**config.mk**
```make
export PLATFORM = sky130hd
export DESIGN_NAME = gap_tv_wb_drain
export DESIGN_NICKNAME = d
export VERILOG_FILES = /design/src/rtl/gap_tv_wb_drain.sv
export SDC_FILE = /design/constraint.sdc
export NUM_CORES = 2
export LEC_CHECK = 0
export CAP_MARGIN = 20
export CORE_UTILIZATION = 60
export CTS_BUF_LIST = sky130_fd_sc_hd__clkbuf_4
export CTS_CLUSTER_SIZE = 12
export DETAILED_ROUTE_END_ITERATION = 10
export PLACE_DENSITY = 0.87
export SETUP_SLACK_MARGIN = 0.2
export SLEW_MARGIN = 15
export SYNTH_ARGS = -nofsm -noshare
export SYNTH_HDL_FRONTEND = slang
export SYNTH_SLANG_ARGS = --single-unit
```
**constraint.sdc**
```tcl
create_clock -name clk -period 23.2 [get_ports clk]
set_clock_uncertainty 0.2 [all_clocks]
set_input_delay 4.64 -clock clk [delete_from_list [all_inputs] [get_ports clk]]
set_output_delay 4.64 -clock clk [all_outputs]
set_load 0.02 [all_outputs]
```
**src/rtl/gap_tv_wb_drain.sv**
```systemverilog
// Write-back collector behind gap_tv: buffers whole rows in a small FIFO and
// drains each row as a sequence of narrow valid/ready beats tagged with {row, beat}.
module gap_tv_wb_drain #(
    parameter int PORT_SIZE = 32,
    parameter int ADDR_W    = 8,
    parameter int OUT_LANES = 4,
    parameter int DEPTH     = 4,
    parameter int ROWS      = 256,
    parameter int FCNT_W    = 8,
    localparam int BEATS    = PORT_SIZE / OUT_LANES,
    localparam int BIDX_W   = $clog2(BEATS),
    localparam int PTR_W    = $clog2(DEPTH),
    localparam int CNT_W    = PTR_W + 1,
    localparam int ROW_W    = PORT_SIZE * 16,
    localparam int BEAT_W   = OUT_LANES * 16
) (
    input  logic                     clk,
    input  logic                     rst,
    input  logic                     wen,
    input  logic [ADDR_W-1:0]        waddr,
    input  logic [ROW_W-1:0]         dout,
    input  logic                     m_ready,
    output logic                     m_valid,
    output logic [BEAT_W-1:0]        m_data,
    output logic [ADDR_W+BIDX_W-1:0] m_addr,
    output logic                     m_last,
    output logic                     m_frame_end,
    output logic [FCNT_W-1:0]        frame_cnt,
    output logic [CNT_W-1:0]         count,
    output logic                     full,
    output logic                     overflow
);

    typedef enum logic {
        IDLE  = 1'b0,
        DRAIN = 1'b1
    } state_t;

    // Handshake: a beat transfers on any rising edge where m_valid && m_ready;
    // m_valid never drops and the beat never changes until that transfer.

    logic [ADDR_W-1:0] addr_mem_q [DEPTH];
    logic [ROW_W-1:0]  data_mem_q [DEPTH];

    state_t            state_q, state_d;
    logic [PTR_W-1:0]  head_q, head_d;
    logic [PTR_W-1:0]  tail_q, tail_d;
    logic [CNT_W-1:0]  count_q, count_d;
    logic [BIDX_W-1:0] beat_q, beat_d;
    logic              overflow_q, overflow_d;
    logic [FCNT_W-1:0] frame_cnt_q, frame_cnt_d;

    logic              beat_fire;
    logic              last_beat;
    logic              pop_fire;
    logic              push_fire;
    logic [ADDR_W-1:0] head_addr;
    logic [ROW_W-1:0]  head_data;

    assign head_addr = addr_mem_q[head_q];
    assign head_data = data_mem_q[head_q];

    assign m_valid     = (state_q == DRAIN);
    assign last_beat   = (beat_q == BIDX_W'(BEATS - 1));
    assign m_last      = m_valid && last_beat;
    assign m_frame_end = m_last && (head_addr == ADDR_W'(ROWS - 1));
    assign m_data      = m_valid ? head_data[beat_q * BEAT_W +: BEAT_W] : '0;
    assign m_addr      = m_valid ? {head_addr, beat_q} : '0;

    assign beat_fire = m_valid && m_ready;
    assign pop_fire  = beat_fire && last_beat;
    // A pop in the same cycle frees the slot, so a write at full still lands.
    assign push_fire = wen && ((count_q != CNT_W'(DEPTH)) || pop_fire);

    always_comb begin
        head_d      = head_q;
        tail_d      = tail_q;
        count_d     = count_q;
        beat_d      = beat_q;
        overflow_d  = overflow_q;
        frame_cnt_d = frame_cnt_q;

        if (beat_fire) begin
            if (last_beat) begin
                beat_d = '0;
                head_d = head_q + PTR_W'(1);
            end else begin
                beat_d = beat_q + BIDX_W'(1);
            end
            if (m_frame_end) begin
                frame_cnt_d = frame_cnt_q + FCNT_W'(1);
            end
        end

        if (push_fire) begin
            tail_d = tail_q + PTR_W'(1);
        end else if (wen) begin
            overflow_d = 1'b1;
        end

        case ({push_fire, pop_fire})
            2'b10:   count_d = count_q + CNT_W'(1);
            2'b01:   count_d = count_q - CNT_W'(1);
            default: count_d = count_q;
        endcase

        state_d = (count_d != '0) ? DRAIN : IDLE;
    end

    always_ff @(posedge clk) begin
        if (rst) begin
            state_q     <= IDLE;
            head_q      <= '0;
            tail_q      <= '0;
            count_q     <= '0;
            beat_q      <= '0;
            overflow_q  <= 1'b0;
            frame_cnt_q <= '0;
        end else begin
            state_q     <= state_d;
            head_q      <= head_d;
            tail_q      <= tail_d;
            count_q     <= count_d;
            beat_q      <= beat_d;
            overflow_q  <= overflow_d;
            frame_cnt_q <= frame_cnt_d;
        end
    end

    // Row storage needs no reset: entries are only read between head and tail.
    always_ff @(posedge clk) begin
        if (push_fire && !rst) begin
            addr_mem_q[tail_q] <= waddr;
            data_mem_q[tail_q] <= dout;
        end
    end

    assign count     = count_q;
    assign full      = (count_q == CNT_W'(DEPTH));
    assign overflow  = overflow_q;
    assign frame_cnt = frame_cnt_q;

endmodule

```
Word-level counts from Yosys, hierarchy flattened
Memory sizes are Yosys's and may differ from the RTL's. A register that Yosys moved wholly into a read port is not among the register bits.
Index checks and enable logic that the tools add are counted.
{ "totals": {"regBits": 20, "latchBits": 0, "mem_bits_rw": 2080, "rom_bits": 0, "in_bits": 524, "out_inout_bits": 91, "elab_cells": 46, "n_memories": 2} }
{ "classes": {"addsub": 6, "mul": 0, "div": 0, "n_lt_le_gt_ge": 0, "eq_ne": 6, "shifts": 1, "mux": 11, "bitwise_logic": 1, "reduce_logical": 12} }
{ "memory_table": {"columns": ["name", "words", "width", "read_ports", "rd_ports_with_merged_regs", "write_ports", "line", "text"], "rows": [
  ["data_mem_q", 4, 512, 1, 1, 1, "43", "logic [ROW_W-1:0] data_mem_q [DEPTH];"],
  ["addr_mem_q", 4, 8, 1, 1, 1, "42", "logic [ADDR_W-1:0] addr_mem_q [DEPTH];"]
]} }
{ "op_table": {"columns": ["cell", "count"], "rows": [
  ["$shiftx A512 B10 Y64", 1],
  ["$mux W64", 1],
  ["$mux W11", 1],
  ["$add A8 B1 Y8 const B", 1],
  ["$eq A8 B8 Y1 const B", 1],
  ["$mux W2", 4],
  ["$add A3 B1 Y3 const B", 2],
  ["$eq A3 B3 Y1 const B", 2],
  ["$logic_and A1 B1 Y1", 6],
  ["$pmux W3 S2", 1],
  ["$reduce_and A2 Y1", 3],
  ["$add A2 B1 Y2 const B", 2],
  ["$mux W1", 3],
  ["$mux W3", 1],
  ["$ne A3 B3 Y1 const B", 1],
  ["$reduce_bool A3 Y1", 1],
  ["$sub A3 B1 Y3 const B", 1],
  ["$eq A2 B1 Y1 const B", 1],
  ["$eq A2 B2 Y1 const B", 1],
  ["$logic_not A1 Y1", 1],
  ["$logic_or A1 B1 Y1", 1],
  ["$not A1 Y1", 1]
]} }

Longest topological paths before layout
{ "depth": {"ltp_word": 8, "depth_mapped": 9, "mapped_depth_nobuf": 8} }

Least setup slack after synthesis
OpenSTA, ideal clock, no wires.
{ "synth_timing": {"kind": "input to register", "startpoint": "input port m_ready", "endpoint": "memory addr_mem_q[0][0] (enable)", "setup_ps": 955, "arrival_time_ps": 16941, "required_time_ps": 22045, "path_slack_ps": 5104, "path_stages": 5, "n_path_buf": 0, "path_cell_list": "nand3_1 -> nand2_1 -> nand2_1 -> nor2_1 -> and2_1"} }
{ "synth_between": {"elab_chain_cells": 7} }
{ "synth_lines": {"columns": ["element", "line", "text"], "rows": [
  ["from (decl)", "22", "input logic m_ready,"],
  ["$logic_and A1 B1 Y1", "70", "assign beat_fire = m_valid && m_ready;"],
  ["$logic_and A1 B1 Y1", "71", "assign pop_fire = beat_fire && last_beat;"],
  ["$logic_or A1 B1 Y1", "73", "assign push_fire = wen && ((count_q != CNT_W'(DEPTH)) || pop_fire);"],
  ["$logic_and A1 B1 Y1", "73", null],
  ["$logic_and A1 B1 Y1", "132", "if (push_fire && !rst) begin"],
  ["$mux W1", "132", null],
  ["$mux W1 (implied by the code)", "133", "addr_mem_q[tail_q] <= waddr;"],
  ["to (decl)", "42", null]
]} }
No other way between the ends.

==> impl_metrics.py <==
metrics = {
    "yosys": {
        "yosysWarnings": 0,
        "count_leader_synth": "edfxtp_1",
        "netlist.area_leader.share_pct": 78.5,
        "dominant_cells_by_area_after_synthesis": "edfxtp_1 (78%), mux4_2 (18%), a22o_1 (0.70%), dfxtp_1 (0.55%), clkbuf_1 (0.33%)",
        "synth_area_per_cell_sq_um": 25.7,
        "synth_top_cell_by_area": "edfxtp_1",
        "syn-num-nets": 3627,
        "synth-seq-area-share_pct": 79.1,
        "synthTopCellsByCount": "edfxtp_1 (2080), mux4_2 (647), clkbuf_1 (70)",
        "synth_edf_count": 2080,
        "synth_top_flop_cell": "edfxtp_1",
        "async_reset_ff_share_pct": 0,
        "ys_seq_elements": 2102,
        "post_synth_inst_count": 3095,
        "synth_cell_types": 37,
        "mappedNetlistArea_sq_um": 79600,
    },
    "detailed_routing": {
        "detail_route.iter0.violations": 4240,
        "detail-route-antenna-nets": 0,
        "totalWireLength_um": 187000,
        "avgRoutedWirePerCell_um": 29.7,
        "routed_via_density": 6.24,
        "post_route_drc": 0,
        "vias": 39235,
        "first_pass_iters": 6,
    },
    "power_and_ir_drop": {
        "netSwitchingPower_mw": 1.65,
        "p_int_mw": 6.02,
        "fin_total_pwr_mw": 7.66,
        "netSwitchingFraction_pct": 21.5,
        "pwr_density_cell_nw_per_um2": 81.5,
        "leakagePower_nw": 29.3,
        "pwr-share-clk_pct": 38.8,
        "p_comb_share_pct": 4.9,
        "peakVddDrop_v": 0.0000665,
        "power.sequential.fraction_pct": 56.3,
    },
    "cts": {
        "cts_hold_repair.buffers": 0,
        "ctsResizeCount": 0,
        "clkSinkCount": 2102,
        "post-cts-setup-buffers": 0,
        "worst_setup_hold_path_clk_slew_ps": 70,
        "clockBufferDepth": 4,
        "cts_buffers": 532,
        "tritoncts": "built",
        "clkLatencyLatePin_ps": 1300,
        "root_buffer": "clkbuf_4",
        "htreeDepth": 6,
    },
    "cells_and_area": {
        "num-nets-final": 4664,
        "share_of_cells_above_drive_strength_1_pct": 33.3,
        "syn_to_final_growth_pct": 18.2,
        "fin_util_pct": 71.5,
    },
    "worst_setup_path": {
        "timing.critical_path.fanout_max": 69,
        "crit_path_buffers_inverters": 4,
        "critPathArrivalTime_ps": 7020,
        "worst_ep_required_time_ps": 18360,
        "crit_path_top_delay_cell": "dfxtp_4",
        "path_class": "reg2out",
        "critical_path.reg2reg.startpoint": "beat_q[1]",
        "crit_family": "buffers and inverters",
        "ordered_cell_list_for_the_critical_path": "buf_4 -> buf_4 -> buf_4 -> mux4_2 -> mux4_2 -> a22o_1 -> clkdlybuf4s50_1",
        "end_kind": "output port",
        "crit_path_start_kind": "flop",
        "slowest_delay_ps": 1020,
        "cpMostUsedCell": "buf_4",
    },
    "outcome": {
        "outcome": "finished, final reports clean",
    },
    "sta": {
        "slew_viol_final": 0,
        "finalCriticalPeriod_ps": 11860,
        "slew-limit-headroom_pct": 15.5,
        "fmax_mhz": 84.3,
        "layout_worst_path_cycle_share_pct": 51.1,
        "grt_setup_unrepaired": "false",
        "worst_hold_slack_ps": 295,
        "finalSetupViolCount": 0,
        "final_hold_viol_count": 0,
        "max_slew.worst_pin.slew_ps": 1270,
        "setup_tns_ps": 0,
    },
    "global_route": {
        "largest_net_degree_at_the_start_of_global_routing": 152,
        "grt_use_total_pct": 28.0,
        "via_count_of_the_first_global_routing_pass": 42234,
        "grt_antenna_before_repair": 77,
        "wire_length_of_the_first_global_routing_pass_um": 271000,
        "globalRouteOverflowTotal": 0,
    },
    "floorplan": {
        "boundaryPins": 615,
        "floorplan.core_area_sq_um": 131000,
        "die_x_um": 366,
        "chipHeight_um": 366,
        "starting_density_pct": 60.5,
        "area_of_the_die_sq_um": 134000,
        "floorplan.rows": 133,
    },
    "min_path": {
        "hold_path_origin": "frame_cnt[7]",
        "holdCritPathClass": "reg2reg",
    },
    "place": {
        "portBuffers": 614,
        "gpl.final_weighted_congestion": 0.807,
        "place.detailed.hpwl_um": 111000,
    },
    "flow_run": {
        "cap_violations": 0,
    },
}
-- final timing paths --
path,cells after the start,endpoint,slack (ps)
max,7,m_data[34],11340
min,2,frame_cnt[7],290
max reg2reg,11,data_mem_q[2][88],16460
min reg2reg,2,frame_cnt[7],290
-- logic make-up (layout without fill, tap and decap cells) --
group	count (synthesis)	count (layout)	share of synthesized area [%]
other	0	72	0
xor gates and xnor gates	4	4	0.0440
adders and majority gates	8	8	0.135
muxes	650	650	18.4
DFF	2102	2102	79.1
and+or+nand+nor	66	66	0.443
buffers and inverters	172	1534	1.05
AOI/OAI and AO/OA	93	93	0.920
-- flip-flops by register name (all words and copies together), names as in the netlist, named ones only --
signal	flops
overflow	1
data_mem_q	2048
head_q	2
count	3
tail_q	2
beat_q	3
frame_cnt	8
addr_mem_q	32
m_valid	1
-- per-stage QoR --
step,instances,cell area [sq um],setup WS [ps]
after detailed placement,5352,87600,12800
after global placement,5352,87600,12840
after global routing,6277,94000,11070
after floorplan,3095,79600,5100
after CTS,6211,93900,11290
final,6284,94000,11340
-- tightest hold or removal path, cell delays in order (launching register included) --
cell,delay (ps)
dfxtp_1,320
o31ai_1,70
a21oi_1,50
-- cell type report --
class                      instances  area, sq um
multi-input combinational        821        15800
clock inverter                   125          726
clock buffer                     734         5510
sequential                      2102        62900
tap                             1755         2200
inverter                           7         26.3
fill                            7048        37400
timing repair buffer             668         6640
antenna                           72          180
-- per-layer routing --
layer / routed length [um] / up-vias / global-route usage [%]
li1: - / 16069 / -
met1: 63400 / 20237 / 34.3
met2: 98100 / 2434 / 45.8
met3: 17000 / 455 / 7.89
met4: 7890 / 40 / 14.9
met5: 266 / - / 0
-- power groups by stage --
stage                     clock, mW  combinational, mW  sequential (mW)
final                          2.97              0.373             4.32
after global routing           3.23              0.389             4.32
after CTS                      3.03              0.373             4.32
after floorplan                   0              0.152             4.44
after detailed placement          0              0.370             4.40
after global placement            0              0.355             4.39
-- layout by cell type (no fill, tap or decap), drive strengths merged, types with 7 or more instances in the layout --
| master | instances |
|---|---|
| bufinv | 9 |
| clkdlybuf4s50 | 614 |
| a21oi | 14 |
| dfxtp | 22 |
| clkbuf | 735 |
| and2 | 16 |
| diode | 72 |
| edfxtp | 2080 |
| buf | 53 |
| inv | 20 |
| a22o | 64 |
| mux4 | 647 |
| nor2 | 10 |
| nand2 | 16 |
| ha | 7 |
| clkinv | 102 |
No activity file was read; power rests on OpenSTA's default activity.
